--- src/rtl/front_panel_sequencer.sv ---
// Front-panel sequencer: hex keypad entry of address/data and single EXAMINE/DEPOSIT/NEXT bus cycles.
// Optional FPS_AUTO_INC_EN: an acked write advances addr, clears data and stays in data entry mode.
module front_panel_sequencer #(
  parameter int ADDR_W  = 16,
  parameter int DATA_W  = 8,
  parameter int TIMEOUT = 255
) (
  input  logic                     clk,
  input  logic                     rst,
  input  logic                     stopped,
  input  logic                     key_valid,
  input  logic [3:0]               key_code,
  input  logic                     cmd_addr,
  input  logic                     cmd_exam,
  input  logic                     cmd_dep,
  input  logic                     cmd_next,
  output logic                     bus_req,
  output logic                     bus_we,
  output logic [ADDR_W-1:0]        bus_addr,
  output logic [DATA_W-1:0]        bus_wdata,
  input  logic [DATA_W-1:0]        bus_rdata,
  input  logic                     bus_ack,
  output logic [ADDR_W+DATA_W-1:0] disp,
  output logic                     dispValid,
  output logic                     err
);

  localparam int CW = $clog2(TIMEOUT + 1);

  typedef enum logic [1:0] {IDLE, READ, WRITE} state_t;
  typedef enum logic {MODE_ADDR, MODE_DATA} mode_t;

  state_t            state, state_nxt;
  mode_t             mode, mode_nxt;
  logic [ADDR_W-1:0] addr, addr_nxt;
  logic [DATA_W-1:0] data, data_nxt;
  logic [CW-1:0]     cnt, cnt_nxt;
  logic              err_q, err_nxt;
  logic              we_q, we_nxt;
  logic              any_evt;

  always_ff @(posedge clk) begin
    if (rst) begin
      state <= IDLE;
      mode  <= MODE_ADDR;
      addr  <= '0;
      data  <= '0;
      cnt   <= '0;
      err_q <= 1'b0;
      we_q  <= 1'b0;
    end else begin
      state <= state_nxt;
      mode  <= mode_nxt;
      addr  <= addr_nxt;
      data  <= data_nxt;
      cnt   <= cnt_nxt;
      err_q <= err_nxt;
      we_q  <= we_nxt;
    end
  end

  assign any_evt = key_valid | cmd_addr | cmd_exam | cmd_dep | cmd_next;

  always_comb begin
    state_nxt = state;
    mode_nxt  = mode;
    addr_nxt  = addr;
    data_nxt  = data;
    cnt_nxt   = '0;
    err_nxt   = 1'b0;
    we_nxt    = we_q;
    case (state)
      IDLE: begin
        // One event per cycle, highest priority first; the rest are dropped
        if (cmd_exam) begin
          if (stopped) begin
            state_nxt = READ;
            we_nxt    = 1'b0;
          end else begin
            err_nxt = 1'b1;
          end
        end else if (cmd_dep) begin
          if (stopped) begin
            state_nxt = WRITE;
            we_nxt    = 1'b1;
          end else begin
            err_nxt = 1'b1;
          end
        end else if (cmd_next) begin
          if (stopped) begin
            addr_nxt  = addr + ADDR_W'(1);
            state_nxt = READ;
            we_nxt    = 1'b0;
          end else begin
            err_nxt = 1'b1;
          end
        end else if (cmd_addr) begin
          mode_nxt = MODE_ADDR;
        end else if (key_valid) begin
          if (mode == MODE_ADDR) addr_nxt = {addr[ADDR_W-5:0], key_code};
          else                   data_nxt = {data[DATA_W-5:0], key_code};
        end
      end
      READ, WRITE: begin
        err_nxt = any_evt;
        if (bus_ack) begin
          state_nxt = IDLE;
          we_nxt    = 1'b0;
          if (state == READ) begin
            data_nxt = bus_rdata;
            mode_nxt = MODE_DATA;
          end else begin
`ifdef FPS_AUTO_INC_EN
            addr_nxt = addr + ADDR_W'(1);
            data_nxt = '0;
            mode_nxt = MODE_DATA;
`else
            addr_nxt = addr;
`endif
          end
        end else if (cnt == CW'(TIMEOUT - 1)) begin
          // Abort: drop the request, keep data, report the failure
          state_nxt = IDLE;
          we_nxt    = 1'b0;
          err_nxt   = 1'b1;
        end else begin
          cnt_nxt = cnt + CW'(1);
        end
      end
      default: begin
        state_nxt = IDLE;
        we_nxt    = 1'b0;
      end
    endcase
  end

  assign bus_req   = (state != IDLE);
  assign dispValid = (state == IDLE);
  assign bus_we    = we_q;
  assign bus_addr  = addr;
  assign bus_wdata = data;
  assign disp      = {addr, data};
  assign err       = err_q;

endmodule

--- config.mk ---
export PLATFORM = sky130hd
export DESIGN_NAME = front_panel_sequencer
export DESIGN_NICKNAME = d
export VERILOG_FILES = /design/src/rtl/front_panel_sequencer.sv
export SDC_FILE = /design/constraint.sdc
export NUM_CORES = 1
export LEC_CHECK = 0
export CORE_UTILIZATION = 42
export CTS_BUF_LIST = sky130_fd_sc_hd__clkbuf_4 sky130_fd_sc_hd__clkbuf_8 sky130_fd_sc_hd__clkbuf_16
export DETAILED_ROUTE_END_ITERATION = 8
export PLACE_DENSITY = 0.8
export SYNTH_ARGS = -nofsm -noshare
export SYNTH_HDL_FRONTEND = slang
export SYNTH_SLANG_ARGS = --single-unit
export TNS_END_PERCENT = 30
--- constraint.sdc ---
create_clock -name clk -period 1.95 [get_ports clk]
set_input_delay 0.585 -clock clk [delete_from_list [all_inputs] [get_ports clk]]
set_output_delay 0.585 -clock clk [all_outputs]
set_load 0.01 [all_outputs]
==> flow_metrics.env <==
export IMPL_globalplace_congestion=0.834
export IMPL_powerDensity_mw_per_mm2=543
export IMPL_antenna_cells=0
export IMPL_syn_nets=296
export IMPL_chipHeight_microns=76.4
export IMPL_numCtsBuffers=5
export IMPL_ctsHoldBuffers=0
export IMPL_finalSetupViolCount=0
export IMPL_p_int_w=0.00127
export IMPL_cts_sinks=37
export IMPL_ys_types=56
export IMPL_syn2layout_area_growth_pct=43.0
export IMPL_rsz0062_at_grt="yes"
export IMPL_synth_area_leaders="dfxtp_1 (32%), buf_4 (8.1%), a21oi_1 (4.5%), mux2i_1 (4.3%), ha_1 (3.2%)"
export IMPL_final_common_cell="clkdlybuf4s50_1"
export IMPL_arrival_ns=2.11
export IMPL_drcViolationCount=0
export IMPL_r2r_start="state[0]$_SDFFE_PP0P_"
export IMPL_netlist_instances=269
export IMPL_dr_wl_met2_mm=2.98
export IMPL_final_hold_violation_count=0
export IMPL_post_dp_hpwl_mm=4.33
export IMPL_met1_length_mm=2.74
export IMPL_status="finished, final reports clean"
export IMPL_cp_max_fo=8
export IMPL_cp_top_family="compound AO/OA/AOI/OAI gates"
export IMPL_yosysTopAreaCellShare_pct=31.9
export IMPL_setup_worst_path_start="cmd_addr"
export IMPL_cp_end_kind="flip-flop"
export IMPL_drt_initial_drc_count=195
export IMPL_min_path_cells=1
export IMPL_critPathLaunchType="input pin"
export IMPL_synth_area_sq_mm=0.00232
export IMPL_cts_root_buffer="clkbuf_8"
export IMPL_setup_tns_ns=0
export IMPL_crit_buf_inv=1
export IMPL_path_clk_slew_ns=0.08
export IMPL_vias_per_cell=5.70
export IMPL_vias=2383
export IMPL_hold_ws_ns=0.495
export IMPL_synthFlopType="dfxtp_1"
export IMPL_syn_area_per_cell_sq_um=8.64
export IMPL_hold_end="bus_we$_SDFFE_PP0P_"
export IMPL_skew_ns=0.00379
export IMPL_cts_htree_levels=2
export IMPL_r2r_end="bus_addr[0]$_SDFFE_PP0P_"
export IMPL_initial_core_util_pct=44.6
export IMPL_track_usage_pct=21.6
export IMPL_final_cell_mix="clkdlybuf4s50_1 (65), buf_4 (31), dfxtp_1 (25)"
export IMPL_fin_crit_sh_pct=97.1
export IMPL_die_area_sq_mm=0.00583
export IMPL_combPwrFrac_pct=24.4
export IMPL_grt_pass1_vias=2195
export IMPL_maxCapViolCount=0
export IMPL_slowest_delay_ns=0.59
export IMPL_synth_seq_cells=37
export IMPL_yosys_warnings=0
export IMPL_power_leakage_nw=1.16
export IMPL_grt_overflow=0
export IMPL_cp_slowest_cell="or4b_4"
export IMPL_num_rows=26
export IMPL_fin_nets=374
export IMPL_slew_violations=0
export IMPL_worstPathCellList="dlygate4sd2_1, or4b_4, a21boi_4, o21ai_2, a221oi_2"
export IMPL_final_antenna_net_count=0
export IMPL_reg2regPathDepth=8
export IMPL_cts_tree="done"
export IMPL_top_layer="met4"
export IMPL_ir_worst_vdd_mv=0.391
export IMPL_grt_max_degree=32
export IMPL_min_period_ns=1.89
export IMPL_portBuffers=72
export IMPL_worstHoldStart="bus_we$_SDFFE_PP0P_"
export IMPL_fmax_mhz=528
export IMPL_wl_per_cell_microns=15.0
export IMPL_ff2ff_setup_slack_ns=0.06
export IMPL_clkPwrFrac_pct=31.2
export IMPL_grt_pass1_wl_mm=10.2
export IMPL_wl_met3_microns=465
export IMPL_worstMarginPinSlew_ns=0.392
export IMPL_core_sq_mm=0.00520
export IMPL_cts_buffer_depth=2
export IMPL_layout_drive_gt1_share_pct=20.7
export IMPL_dr_pass1_iters=5
export IMPL_ys_seq_area_share_pct=31.9
export IMPL_pin_count=73
export IMPL_crit_type="in2reg"
export IMPL_p_switching_w=0.000531
export IMPL_ys_async_sr_fraction_pct=0
export IMPL_worstPathRequired_ns=2.17
export IMPL_clock_latency_ns=0.30
export IMPL_drt_wl_total_mm=6.26
export IMPL_synth_edf_count=0
export IMPL_hold_path_class="reg2reg"
export IMPL_synth_top_cell_by_area="dfxtp_1"
export IMPL_antenna_found_initial=0
export IMPL_slew_headroom_pct=73.8
export IMPL_die_x_microns=76.4
export IMPL_p_seq_share_pct=44.4
export IMPL_swShare_pct=29.4
==> what timing repair did <==
action,in CTS,in global routing
pin swaps,4,1
resized for setup,21,9
endpoints found under the setup margin,37,24
buffers inserted,3,1
==> synth_stat cells, types with 6 or more instances <==
| cell | count |
|---|---|
| ha_1 | 6 |
| o21ai_0 | 13 |
| a311oi_1 | 8 |
| nand2_1 | 12 |
| buf_4 | 25 |
| nand3_1 | 14 |
| nor2_1 | 15 |
| dfxtp_1 | 37 |
| clkbuf_1 | 9 |
| a21oi_1 | 21 |
| mux2i_1 | 10 |
| inv_1 | 8 |
==> stage by stage <==
step                      setup WS, ns  total power [W]  utilization, %  area [sq um]  instances
after floorplan                 0.0355          0.00104               -          2320        269
after global placement          -0.394          0.00123            60.3          3140        406
after detailed placement        -0.426          0.00124            60.3          3140        406
after CTS                      0.00104          0.00181            63.4          3300        417
after global routing           -0.0115          0.00188            63.8          3320        418
final                           0.0565          0.00180            63.8          3320        418
==> sequential cells by signal, indices dropped and copies added (netlist names) <==
signal / flops
mode: 1
state: 2
bus_wdata: 8
bus_addr: 16
cnt: 8
err: 1
bus_we: 1
==> power groups by stage <==
stage	Combinational (W)	Clock [W]	Sequential, W
after CTS	0.000434	0.000571	0.000802
final	0.000439	0.000563	0.000802
after global routing	0.000471	0.000606	0.000806
after global placement	0.000416	0	0.000818
after detailed placement	0.000420	0	0.000818
after floorplan	0.000215	0	0.000822
==> cell type report <==
class | count | area (sq um)
repair buffers | 108 | 1030
clock buffers | 5 | 68.8
inverters | 8 | 33.8
well taps | 70 | 87.6
multi-input cells | 187 | 1330
flip-flops and latches | 37 | 756
fillers | 431 | 1880
clock inverters | 3 | 22.5
==> routing by layer <==
layer,vias up,track usage [%]
li1,1146,-
met1,1115,27.4
met2,114,35.7
met3,8,3.47
met4,0,10.4
met5,-,0
==> how the worst max path moves through the flow <==
stage / to / slack (ns) / depth (start not counted)
2_1_floorplan: mode$_SDFFE_PP0P_ / 0.04 / 5
3_3_place_gp: bus_addr[0]$_SDFFE_PP0P_ / -0.39 / 5
3_5_place_dp: bus_addr[0]$_SDFFE_PP0P_ / -0.43 / 7
4_1_cts: bus_addr[10]$_SDFFE_PP0P_ / 0.001 / 8
5_1_grt: state[0]$_SDFFE_PP0P_ / -0.01 / 7
6_report: bus_addr[0]$_SDFFE_PP0P_ / 0.06 / 5
==> cells by family (layout without fill, tap and decap cells) <==
group,count (synthesis),count (layout),share of synthesized area [%]
AO/OA/AOI/OAI,78,78,24.4
buffers and inverters,45,124,11.8
XOR/XNOR,6,6,2.26
multiplexers,10,10,4.31
AND/OR/NAND/NOR,87,87,22.1
adder cells (fa/ha/maj),6,6,3.23
flip-flops,37,37,31.9
Note: power is estimated with default switching activity, not from simulation.
